## config.mk

```make
export PLATFORM = sky130hd
export DESIGN_NAME = otter_hazard_fwd
export DESIGN_NICKNAME = d
export VERILOG_FILES = /design/src/rtl/otter_hazard_pkg.sv /design/src/rtl/otter_fwd_sel.sv /design/src/rtl/otter_hazard_fwd.sv
export SDC_FILE = /design/constraint.sdc
export NUM_CORES = 1
export LEC_CHECK = 0
export ABC_AREA = 1
export CAP_MARGIN = 0
export CORE_UTILIZATION = 45
export CTS_CLUSTER_DIAMETER = 30
export DETAILED_ROUTE_END_ITERATION = 8
export PLACE_DENSITY = 0.83
export REMOVE_ABC_BUFFERS = 1
export SLEW_MARGIN = 25
export SYNTH_ARGS = -nofsm -noshare
export SYNTH_HDL_FRONTEND = slang
export SYNTH_SLANG_ARGS = --single-unit
export TNS_END_PERCENT = 100
```

## constraint.sdc

```tcl
create_clock -name CLK -period 1.5 [get_ports CLK]
set_input_delay 0.225 -clock CLK [delete_from_list [all_inputs] [get_ports CLK]]
set_output_delay 0.225 -clock CLK [all_outputs]
set_load 0.005 [all_outputs]
```

## src/rtl/otter_hazard_pkg.sv

```systemverilog
// Shared types and constants for the OTTER hazard/forwarding stage.
// Optional stall counter: OTTER_HAZARD_STALL_CNT_EN (see otter_hazard_fwd.sv).
package otter_hazard_pkg;

  localparam int REG_AW = 5;
  localparam int SEL_W  = 4;

  localparam logic [SEL_W-1:0] FWD_RF  = 4'd0;
  localparam logic [SEL_W-1:0] FWD_MEM = 4'd1;
  localparam logic [SEL_W-1:0] FWD_WB  = 4'd2;

  typedef struct packed {
    logic              valid;
    logic [REG_AW-1:0] rd;
    logic              regwrite;
    logic              memread;
  } stage_rec_t;

endpackage

```

## src/rtl/otter_fwd_sel.sv

```systemverilog
// Forwarding select for one EX operand: compares rs against the MEM and WB
// destination records, with MEM taking priority over WB and x0 never forwarded.
module otter_fwd_sel
  import otter_hazard_pkg::*;
(
  input  logic [REG_AW-1:0] rs_i,
  input  stage_rec_t        mem_i,
  input  stage_rec_t        wb_i,
  output logic [SEL_W-1:0]  sel_o
);

  // Load-ness is irrelevant here; the load-use stall upstream already aligns loads with WB.
  logic unused_memread;
  assign unused_memread = mem_i.memread ^ wb_i.memread;

  always_comb begin
    sel_o = FWD_RF;
    if (rs_i != '0) begin
      if (mem_i.valid && mem_i.regwrite && (mem_i.rd == rs_i)) begin
        sel_o = FWD_MEM;
      end else if (wb_i.valid && wb_i.regwrite && (wb_i.rd == rs_i)) begin
        sel_o = FWD_WB;
      end
    end
  end

endmodule

```

## src/rtl/otter_hazard_fwd.sv

```systemverilog
// Hazard detection and operand forwarding control for the pipelined OTTER core.
// Define OTTER_HAZARD_STALL_CNT_EN to build the saturating stall-cycle counter.
module otter_hazard_fwd #(
  parameter int REG_AW = 5,
  parameter int SEL_W  = 4
) (
  input  logic              CLK,
  input  logic              RST_N,
  input  logic              id_valid,
  input  logic [REG_AW-1:0] id_rs1,
  input  logic [REG_AW-1:0] id_rs2,
  input  logic [REG_AW-1:0] id_rd,
  input  logic              id_regwrite,
  input  logic              id_memread,
  input  logic              ex_branch_taken,
  output logic [SEL_W-1:0]  fwd_sel_a,
  output logic [SEL_W-1:0]  fwd_sel_b,
  output logic              stall_if,
  output logic              stall_id,
  output logic              flush_id,
  output logic              bubble_ex,
  output logic [31:0]       stall_cnt
);
  import otter_hazard_pkg::*;

  stage_rec_t        ex_q, ex_d, mem_q, wb_q;
  logic [REG_AW-1:0] ex_rs1_q, ex_rs1_d, ex_rs2_q, ex_rs2_d;
  logic              load_use;
  logic              stall;

  assign load_use = ex_q.valid && ex_q.memread && (ex_q.rd != '0) && id_valid &&
                    ((ex_q.rd == id_rs1) || (ex_q.rd == id_rs2));

  // A taken branch discards the dependent instruction, so it overrides the stall.
  assign stall     = load_use && !ex_branch_taken;
  assign stall_if  = stall;
  assign stall_id  = stall;
  assign flush_id  = ex_branch_taken && RST_N;
  assign bubble_ex = (stall || ex_branch_taken) && RST_N;

  always_comb begin
    ex_d     = '0;
    ex_rs1_d = '0;
    ex_rs2_d = '0;
    if (id_valid && !bubble_ex) begin
      ex_d.valid    = 1'b1;
      ex_d.rd       = id_rd;
      ex_d.regwrite = id_regwrite;
      ex_d.memread  = id_memread;
      ex_rs1_d      = id_rs1;
      ex_rs2_d      = id_rs2;
    end
  end

  always_ff @(posedge CLK or negedge RST_N) begin
    if (!RST_N) begin
      ex_q     <= '0;
      mem_q    <= '0;
      wb_q     <= '0;
      ex_rs1_q <= '0;
      ex_rs2_q <= '0;
    end else begin
      ex_q     <= ex_d;
      mem_q    <= ex_q;
      wb_q     <= mem_q;
      ex_rs1_q <= ex_rs1_d;
      ex_rs2_q <= ex_rs2_d;
    end
  end

  otter_fwd_sel u_fwd_a (
    .rs_i  (ex_rs1_q),
    .mem_i (mem_q),
    .wb_i  (wb_q),
    .sel_o (fwd_sel_a)
  );

  otter_fwd_sel u_fwd_b (
    .rs_i  (ex_rs2_q),
    .mem_i (mem_q),
    .wb_i  (wb_q),
    .sel_o (fwd_sel_b)
  );

`ifdef OTTER_HAZARD_STALL_CNT_EN
  logic [31:0] cnt_q, cnt_d;

  always_comb begin
    cnt_d = cnt_q;
    if (stall && (cnt_q != 32'hFFFF_FFFF)) begin
      cnt_d = cnt_q + 32'd1;
    end
  end

  always_ff @(posedge CLK or negedge RST_N) begin
    if (!RST_N) begin
      cnt_q <= '0;
    end else begin
      cnt_q <= cnt_d;
    end
  end

  assign stall_cnt = cnt_q;
`else
  assign stall_cnt = 32'd0;
`endif

endmodule
```

==> results of run 1 <==
-- report_power, final --
part | switching, W | internal [W] | total [W] | leakage [nW]
combinational | 0.000197 | 0.000183 | 0.000380 | 0.852
sequential | 0.0000431 | 0.000909 | 0.000952 | 0.416
clock | 0.000296 | 0.000408 | 0.000704 | 0.0503
-- final cells by class --
class                           count  area (um^2)  area share
Multi-Input combinational cell    147          858       0.348
Sequential cell                    32          803       0.326
Timing Repair Buffer               60          500       0.203
Inverter                           38          145      0.0589
Clock buffer                        7         96.3      0.0391
Tap cell                           48         60.1      0.0244
-- stage by stage --
stage	instances	TNS (ns)	worst slack (ns)
after floorplan	214	0	0.242
after global placement	318	-7.84	-0.562
after detailed placement	318	-9.09	-0.620
after CTS	330	-1.58	-0.321
after global routing	332	-2.12	-0.348
final	332	-1.47	-0.263
-- state kept, by name, summed over array words and instances, names as in the netlist --
signal / cells
ex_rs2_q: 5
ex_q: 8
ex_rs1_q: 5
mem_q: 7
wb_q: 7
-- critical path, delay by kind of cell, from the launching register on --
| kind | cells | cell delay (ns) |
|---|---|---|
| compound gates | 1 | 0.19 |
| buf+inv | 2 | 0.26 |
| flops | 1 | 0.40 |
| simple gates | 3 | 0.40 |
-- worst max path at each step --
stage	slack, ns	cells after the start	to
2_1_floorplan	0.24	3	fwd_sel_a[0]
3_3_place_gp	-0.56	10	stall_if
3_5_place_dp	-0.62	10	stall_id
4_1_cts	-0.32	6	fwd_sel_a[0]
5_1_grt	-0.35	7	fwd_sel_a[0]
6_report	-0.26	6	fwd_sel_a[0]
-- per-layer routing --
layer | routed length, um | track usage
met1 | 1350 | 0.200
met5 | 0 | 0
met3 | 184 | 0.0486
met2 | 2220 | 0.358
met4 | 157 | 0.120
-- repair_timing --
item	4_1_cts	5_1_grt
resized for setup	46	24
pin swaps	13	14
buffers inserted	3	2
endpoints found under the setup margin	25	25
cloned	2	1
-- layout by cell type (no fill, tap or decap), types with 2 or more instances in the layout --
cell and n:
nand3_2 2, dfrtp_1 30, nand2_2 2, inv_2 7
conb_1 36, clkdlybuf4s50_1 18, nor3_1 2, dfrtp_2 2
o21ai_0 2, dlygate4sd2_1 3, nor2_4 2, xor2_1 4
clkbuf_8 7, o2111ai_2 2, nand3_4 4, o22ai_1 2
nor2_1 17, inv_1 30, buf_4 27, xnor2_2 2
a211oi_1 2, buf_2 7, xnor2_1 2, buf_6 5
nor4_2 2, nand2_1 39, nand3_1 4, nor2_2 10
-- cells by family after synthesis --
kind of cell,synth area share
DFF,0.446
and+or+nand+nor,0.214
other,0.00209
buffers and inverters,0.245
AOI/OAI and AO/OA,0.0543
xor gates and xnor gates,0.0390
==> key figures, run 1 <==
Critical path
  – CP Data Required Time: 1.27 ns
  – Crit path from: mem_q[5]
  – CP max stage cell: dfrtp_1
  – Reg2reg end: ex_q[5]
  – Max FO, Critical Path: 2
  – R2R setup slack: 0.08 ns
  – WS Path Type: reg -> out
  – Crit path cell chain: a21oi_2 > nand4_1 > nor4_2 > buf_4 > nor2b_1 > buf_2
  – Data arrival time of the worst path: 1.54 ns
  – Startpoint types: flip-flop
  – Reg2Reg Launch Point: ex_q[2]
  – CP max stage delay: 0.40 ns
  – CP Capture Type: output port
  – Worst r2r path cells: 10

Global routing
  – First-pass GRT wire length: slightly above 6000 um
  – Initial antenna violation count: 0
  – Vias in the first global route: 1,456
  – GR Overflow Total: 0
  – Largest net degree at the start of global routing: 30
  – All-layer global routing usage: 0.197

CTS
  – Clock Pin Slew Worst Setup and Hold Paths: 0.06 ns
  – H-tree levels: 2
  – CTS tree: done
  – CTS Buffer Depth: 2
  – Clock sink count: 32
  – Worst skew pair latency: 0.28 ns
  – Cts bufs inserted: 5
  – Root buffer cell: clkbuf_8
  – Hold buffer count at CTS: 0

Finish
  – Syn-to-layout area delta: 37.1%
  – Utilization after layout: 0.658
  – # fillers: 324
  – Layout Nets: ~300
  – Final Instance Area: approximately 2500 um^2
  – Share of cells above drive strength 1: 0.313
  – Antenna diode count: 0

Timing
  – Final slew viol count: 0
  – Final WS setup: -0.263 ns
  – WHS: 0.0893 ns
  – Fmax achieved: between 500 and 600 MHz
  – Clock Skews: approximately 0.0037 ns
  – Final hold viol count: 0
  – Unrepaired setup endpoints after global routing: true
  – Min cycle time layout: 1.76 ns
  – Count of final setup violators: 7
  – Tcrit/Tclk final: 1.18

Synth
  – Synth unique cells: 25
  – Top FF cell, synth: dfrtp_1
  – Yosys warning count: 0
  – Commonest cells post-synth: nand2_1, buf_4, inv_1
  – Flops & latches, synth: 32
  – Top cells by area, synth: dfrtp_1, buf_4, nand2_1
  – Syn Inst Count: around 220
  – Top-count cell post-synth: nand2_1
  – Register area share after synthesis: 0.446
  – Mapped Avg Cell Area: 8.28 um^2
  – Area leader, netlist: dfrtp_1
  – Share of the synthesized area in the top cell type: 0.446
  – Cell Area, Synth: 1800 um^2
  – Post-synth EDFFs: 0
  – Post-synth ARST share: 1.00

Die
  – Rows: 22
  – Die Span X: 65.2 um
  – Core area: ~3700 um^2
  – Boundary Pins: 65
  – Starting Density: 0.480
  – DIE HEIGHT: 65.2 um
  – Die ar.: ~4200 um^2

Power
  – Static leakage: 1.32 nW
  – Worst vdd ir: 0.680 mV
  – Pwr/cell area: 826 nW/um^2
  – Design Power: 0.00204 W

Status
  – Failing checks: setup timing
  – Status: finished with violations

Routing
  – Via Count: around 1,500
  – Pre-antenna DRT Iters: 4
  – Drt first-iter violations: 50
  – DRC viols: 0
  – Drt total wl: 3910 um
  – Avg WL per Cell: 11.8 um
  – Vias per cell: 4.57
  – Post-DRT Antenna Nets: 0

Hold path
  – Hold Crit Class: in -> async

Placement
  – Dpl cell area: 2180 um^2
  – Post-DP HPWL: 2680 um
  – Port bufs: 28
  – Routability cong.: approximately 0.83

Flow run
  – Max-cap violations: 0
Note: power is estimated with default switching activity, not from simulation.
==> run 2, diff against run 1 <==
- CORE_UTILIZATION: 45 -> 48
- PLACE_DENSITY: 0.83 -> 0.87
- clock period: 1.5 -> 2.1 ns (I/O delays scaled with it)
==> run 2 against run 1 <==
Net effect:
- via count shrank 9.2%
- cell area shrank 11%
- sequential cell count is the same
- clock skew grew 0.0024 ns
- critical path depth grew 4
- utilization shrank 2.6 points
- worst setup slack gained 0.35 ns
- clock-buffer cell count grew 1
- combinational power shrank 45%
- clock power shrank 33%
- total power shrank 33%
- the flow now finishes without violations
- non-clock buffer count shrank 18
==> key figures, run 2 (synthesis results as in run 1) <==
Routing
  – Pre-antenna DRT Iters: 4 (unchanged)
  – Vias per cell: 4.45 (was 4.57)
  – Avg WL per Cell: 10.5 um (was 11.8 um)
  – Post-DRT Antenna Nets: 0 (unchanged)
  – Drt total wl: 3250 um (was 3910 um)
  – DRC viols: 0 (unchanged)
  – Via Count: 1,378 (was 1,517)
  – Drt first-iter violations: 38 (was 50)

Timing
  – Clock Skews: 0.00613 ns (was 0.00372 ns)
  – Count of final setup violators: 0 (was 7)
  – Final WS setup: 0.0882 ns (was -0.263 ns)
  – Final slew viol count: 0 (unchanged)
  – Final hold viol count: 0 (unchanged)
  – Unrepaired setup endpoints after global routing: false (was true)
  – WHS: 0.358 ns (was 0.0893 ns)
  – Min cycle time layout: 2.01 ns
  – Tcrit/Tclk final: 0.958
  – Fmax achieved: 497 MHz

Critical path
  – Worst r2r path cells: 9 (was 10)
  – Max FO, Critical Path: 2 (unchanged)
  – Reg2reg end: ex_rs1_q[1] (was ex_q[5])
  – CP Capture Type: output port (unchanged)
  – R2R setup slack: 0.59 ns (was 0.08 ns)
  – Data arrival time of the worst path: 1.70 ns (was 1.54 ns)
  – WS Path Type: in -> out (was reg -> out)
  – Startpoint types: input pin (was flip-flop)
  – Crit path from: id_rs1[4] (was mem_q[5])
  – Reg2Reg Launch Point: ex_q[2] (unchanged)
  – CP Data Required Time: 1.78 ns (was 1.27 ns)

Global routing
  – All-layer global routing usage: 0.177 (was 0.197)
  – Largest net degree at the start of global routing: 22 (was 30)
  – Vias in the first global route: 1,361 (was 1,456)
  – First-pass GRT wire length: 5400 um (was 6150 um)
  – Initial antenna violation count: 0 (unchanged)
  – GR Overflow Total: 0 (unchanged)

Placement
  – Place WS: -0.208 ns (was -0.620 ns)
  – Placed instance count: 300 (was 318)
  – Routability cong.: 0.863 (was 0.830)
  – Post-DP HPWL: 2480 um (was 2680 um)
  – Port bufs: 28 (unchanged)

Finish
  – Reg with most FFs: ex_q (unchanged)
  – # fillers: 306 (was 324)
  – Share of cells above drive strength 1: 0.170 (was 0.313)
  – Most frequent cells in the layout: nand2_1, conb_1, inv_1, dfrtp_1, clkdlybuf4s50_1 (was nand2_1, conb_1, inv_1, dfrtp_1, buf_4)
  – Syn-to-layout area delta: 22.1% (was 37.1%)
  – Antenna diode count: 0 (unchanged)
  – Commonest non-fill, non-tap cell in the layout: nand2_1 (unchanged)
  – Non-Filler Instances: 310 (was 332)
  – Largest regs: ex_q (8), mem_q (7), wb_q (7) (unchanged)
  – Layout Nets: 284 (was 305)
  – Max reg flops: 8 (unchanged)

Status
  – Status: completed (was finished with violations)

Hold path
  – Hold EP: mem_q[1]
  – Hold Crit Class: reg -> reg (was in -> async)
  – Hold Path Stages: 0
  – Hold_sp: ex_q[1]

Die
  – DIE HEIGHT: 63.2 um (was 65.2 um)
  – Core area: 3470 um^2 (was 3740 um^2)
  – Starting Density: 0.518 (was 0.480)
  – Die Span X: 63.2 um (was 65.2 um)
  – Rows: 21 (was 22)
  – Die ar.: 3990 um^2 (was 4250 um^2)
  – Boundary Pins: 65 (unchanged)

Power
  – Static leakage: 1.20 nW (was 1.32 nW)
  – Worst vdd ir: 0.587 mV (was 0.680 mV)
  – Pwr/cell area: 619 nW/um^2 (was 826 nW/um^2)

CTS
  – Clock Pin Slew Worst Setup and Hold Paths: 0.06 ns (about the same)
  – H-tree levels: 2 (unchanged)
  – Root buffer cell: clkbuf_8 (unchanged)
  – CTS tree: done (unchanged)
  – Hold buffer count at CTS: 0 (unchanged)
  – Worst skew pair latency: 0.28 ns (about the same)
  – CTS Buffer Depth: 2 (unchanged)
  – Clock sink count: 32 (unchanged)
  – Cts bufs inserted: 5 (unchanged)

Flow run
  – Max-cap violations: 0 (unchanged)
-- run 2: changes by cell type in the layout (fill, tap and decap cells not counted), moves of 3 or more --
cell and change:
buf_6 -5, buf_2 -7, nand3_4 -3, buf_4 -13, dlygate4sd2_1 +3, clkdlybuf4s50_1 +3
-- run 2: worst max path at each step --
| stage | endpoint | cells after the start | slack [ns] |
|---|---|---|---|
| 2_1_floorplan | fwd_sel_a[0] | 3 | 0.75 |
| 6_report | stall_if | 10 | 0.09 |
| 3_5_place_dp | stall_id | 10 | -0.21 |
| 4_1_cts | fwd_sel_a[0] | 6 | 0.08 |
| 5_1_grt | stall_if | 10 | 0.005 |
| 3_3_place_gp | stall_id | 10 | -0.15 |
-- run 2: final cells by class --
type | count | area [um^2] | area share
Clock buffer | 8 | 90.1 | 0.0411
Multi-Input combinational cell | 144 | 724 | 0.330
Inverter | 38 | 143 | 0.0650
Sequential cell | 32 | 801 | 0.365
Timing Repair Buffer | 42 | 378 | 0.172
Tap cell | 46 | 57.6 | 0.0262
-- run 2: where the power goes --
part,switching [W],total (W),internal [W]
clock,0.000205,0.000471,0.000267
sequential,0.0000291,0.000678,0.000649
combinational,0.000112,0.000209,0.0000969
-- run 2: per-stage QoR --
step           setup TNS (ns)  power, W  area [um^2]  utilization
2_1_floorplan               0  0.000786         1630            -
3_3_place_gp           -0.392  0.000878         2060        0.593
3_5_place_dp           -0.543  0.000887         2060        0.593
4_1_cts                     0   0.00137         2190        0.632
5_1_grt                     0   0.00144         2190        0.632
6_report                    0   0.00136         2190        0.632
-- run 2: what timing repair did --
item / 4_1_cts / 5_1_grt
buffers inserted: 2 / 0
pin swaps: 5 / 1
cloned: 0 / 0
endpoints found under the setup margin: 6 / 2
gates resized for setup: 16 / 1
-- run 2: critical path: stages --
cell	delay, ns
clkdlybuf4s50_1	0.50
inv_1	0.08
nand2_1	0.06
nand2_1	0.05
nor2_1	0.11
nand3_1	0.08
nand2_1	0.09
nand2_1	0.07
nor2_2	0.10
dlygate4sd2_1	0.24
-- run 2: per-layer routing --
layer  vias to the layer above  GRT usage  share of wire
met5                         -          0              0
met4                         0     0.0966          0.030
met3                        10     0.0634          0.067
met2                        63      0.316           0.52
met1                       627      0.177           0.38
li1                        678          -              -
==> run 3, diff against run 2 <==
- CORE_UTILIZATION: 48 -> 60
- CTS_CLUSTER_DIAMETER: 30 -> unset
- CTS_CLUSTER_SIZE: unset -> 25
- DONT_BUFFER_PORTS: unset -> 1
- PLACE_DENSITY: 0.87 -> 0.78
==> run 3 against run 2 <==
Net effect:
- the flow now finishes with violations (DRC)
- die area down 19%
- hold slack worse by 0.29 ns
- clock power down 23%
- sequential share of layout area up 9.0 points
- sequential power about the same
- critical path depth down 2
- critical endpoint unchanged
==> key figures, run 3 (synthesis results as in run 1) <==
Status
  – Status: finished with violations (was completed)
  – Failing checks: DRC

Finish
  – Commonest non-fill, non-tap cell in the layout: nand2_1 (unchanged)
  – Register area: 801 um^2 (unchanged)
  – Most frequent cells in the layout: nand2_1, conb_1, inv_1 (was nand2_1, conb_1, inv_1, dfrtp_1, clkdlybuf4s50_1)
  – Max reg flops: 8 (unchanged)
  – Antenna diode count: 0 (unchanged)
  – Share of cells above drive strength 1: 0.112 (was 0.170)
  – Largest regs: ex_q (8), mem_q (7), wb_q (7) (unchanged)
  – Syn-to-layout area delta: -2.02% (was 22.1%)
  – Multi-input gate area: 687 um^2 (was 724 um^2)
  – Utilization after layout: 0.628 (was 0.632)
  – # fillers: 266 (was 306)
  – Layout Nets: 244 (was 284)
  – Reg with most FFs: ex_q (unchanged)

Critical path
  – CP Capture Type: output port (unchanged)
  – Max FO, Critical Path: 5 (was 2)
  – CP max stage delay: 0.43 ns (was 0.50 ns)
  – Data arrival time of the worst path: 1.53 ns (was 1.70 ns)
  – Startpoint types: flip-flop (was input pin)
  – CP max stage cell: dfrtp_1 (was clkdlybuf4s50_1)
  – Crit path cell chain: inv_1 > nand2_1 > nand2_1 > nor2_1 > nand3_1 > nand2_1 > nand2_1 > nor2_1 (was clkdlybuf4s50_1 > inv_1 > nand2_1 > nand2_1 > nor2_1 > nand3_1 > nand2_1 > nand2_1 > nor2_2 > dlygate4sd2_1)
  – CP Data Required Time: 1.78 ns (about the same)
  – WS Path Type: reg -> out (was in -> out)
  – Critical path's most frequent cell: nand2_1 (unchanged)

Power
  – Pwr/cell area: 673 nW/um^2 (was 619 nW/um^2)
  – Design Power: 0.00118 W (was 0.00136 W)
  – Worst vdd ir: 0.621 mV (was 0.587 mV)
  – Static leakage: 0.996 nW (was 1.20 nW)

Global routing
  – All-layer global routing usage: 0.206 (was 0.177)
  – Vias in the first global route: 1,118 (was 1,361)
  – First-pass GRT wire length: 4750 um (was 5400 um)
  – Largest net degree at the start of global routing: 33 (was 22)
  – Initial antenna violation count: 0 (unchanged)
  – GR Overflow Total: 0 (unchanged)

CTS
  – Hold buffer count at CTS: 2 (was 0)
  – Resize count post-CTS: 0 (was 16)
  – CTS Buffer Depth: 2 (unchanged)
  – Root buffer cell: clkbuf_4 (was clkbuf_8)
  – Cts bufs inserted: 5 (unchanged)
  – H-tree levels: 2 (unchanged)
  – CTS tree: done (unchanged)
  – Worst skew pair latency: 0.33 ns (was 0.28 ns)
  – Clock Pin Slew Worst Setup and Hold Paths: 0.10 ns (was 0.06 ns)
  – Clock sink count: 32 (unchanged)
  – Setup repair bufs after CTS: 0 (was 2)

Routing
  – DR top layer: met4 (unchanged)
  – Met2 wire length: 1390 um (was 1700 um)
  – DRC viols: 12 (was 0)
  – Avg WL per Cell: 11.3 um (was 10.5 um)
  – Routed length on met1: 1180 um (was 1230 um)
  – Drt total wl: 2880 um (was 3250 um)
  – Routed wl met3: 239 um (was 217 um)
  – Pre-antenna DRT Iters: 6 (was 4)
  – Drt first-iter violations: 67 (was 38)
  – Via Count: 1,203 (was 1,378)
  – Vias per cell: 4.72 (was 4.45)
  – Post-DRT Antenna Nets: 0 (unchanged)

Timing
  – Final WS setup: 0.251 ns (was 0.0882 ns)
  – Fmax achieved: 541 MHz (was 497 MHz)
  – Tcrit/Tclk final: 0.881 (was 0.958)
  – Final hold viol count: 0 (unchanged)
  – Setup TNS: 0 ns (unchanged)
  – Min cycle time layout: 1.85 ns (was 2.01 ns)
  – Clock Skews: 0.00734 ns (was 0.00613 ns)
  – Final slew viol count: 0 (unchanged)
  – Unrepaired setup endpoints after global routing: false (unchanged)
  – WHS: 0.0702 ns (was 0.358 ns)
  – Count of final setup violators: 0 (unchanged)

Hold path
  – Hold Crit Class: in -> reg (was reg -> reg)

Die
  – Core area: 2810 um^2 (was 3470 um^2)
  – Boundary Pins: 65 (unchanged)
  – DIE HEIGHT: 56.7 um (was 63.2 um)
  – Rows: 19 (was 21)
  – Die Span X: 56.7 um (was 63.2 um)
  – Die ar.: 3220 um^2 (was 3990 um^2)
  – Starting Density: 0.640 (was 0.518)

Placement
  – Port bufs: 0 (was 28)
  – Place WS: 0.623 ns (was -0.208 ns)
  – Post-DP HPWL: 2170 um (was 2480 um)
  – Routability cong.: 0.921 (was 0.863)

Flow run
  – Max-cap violations: 0 (unchanged)
-- run 3: changes by cell type in the layout (fill, tap and decap cells not counted), moves of 5 or more --
cell and delta:
clkdlybuf4s50_1 -21, buf_4 -14, dlygate4sd2_1 -6, clkbuf_4 +5
clkbuf_8 -5
-- run 3: worst paths after layout --
path	slack, ns	from	endpoint	cells after the start
setup / recovery	0.25	ex_q[2]	stall_if	8
hold / removal	0.07	id_rs1[2]	ex_rs1_q[2]	2
setup reg to reg	0.59	ex_q[2]	ex_rs1_q[0]	9
hold reg to reg	0.37	ex_q[1]	mem_q[1]	0
max in group asynchronous	1.52	RST_N	wb_q[1]	2
min in group asynchronous	0.41	RST_N	mem_q[4]	2
-- run 3: power breakdown --
part	internal, W	total [W]	switching (W)
Combinational	0.0000494	0.000143	0.0000940
Sequential	0.000648	0.000676	0.0000282
Clock	0.000159	0.000365	0.000206
Total	0.000856	0.00118	0.000328
-- run 3: stage by stage --
step	instance area [um^2]	cells
floorplan	1630	214
global placement	1670	245
CTS	1760	255
global route	1760	255
finish	1760	255
detailed placement	1670	245
-- run 3: cell type report --
cell class | count | share of cell area
clock inverters | 2 | 0.00569
well taps | 31 | 0.0220
repair buffers | 2 | 0.0171
inverters | 38 | 0.0810
flip-flops and latches | 32 | 0.455
multi-input cells | 144 | 0.390
clock buffers | 6 | 0.0291
-- run 3: routing by layer --
metal,vias to the layer above,global-route usage
met5,-,0
met4,0,0.114
met3,8,0.0806
met2,54,0.327
met1,541,0.238
li1,600,-
-- run 3: worst max-delay path: cells and delay by family (launching register included) --
family | cells | cell delay [ns]
AND/OR/NAND/NOR | 7 | 0.69
flip-flops | 1 | 0.43
buffers and inverters | 1 | 0.08
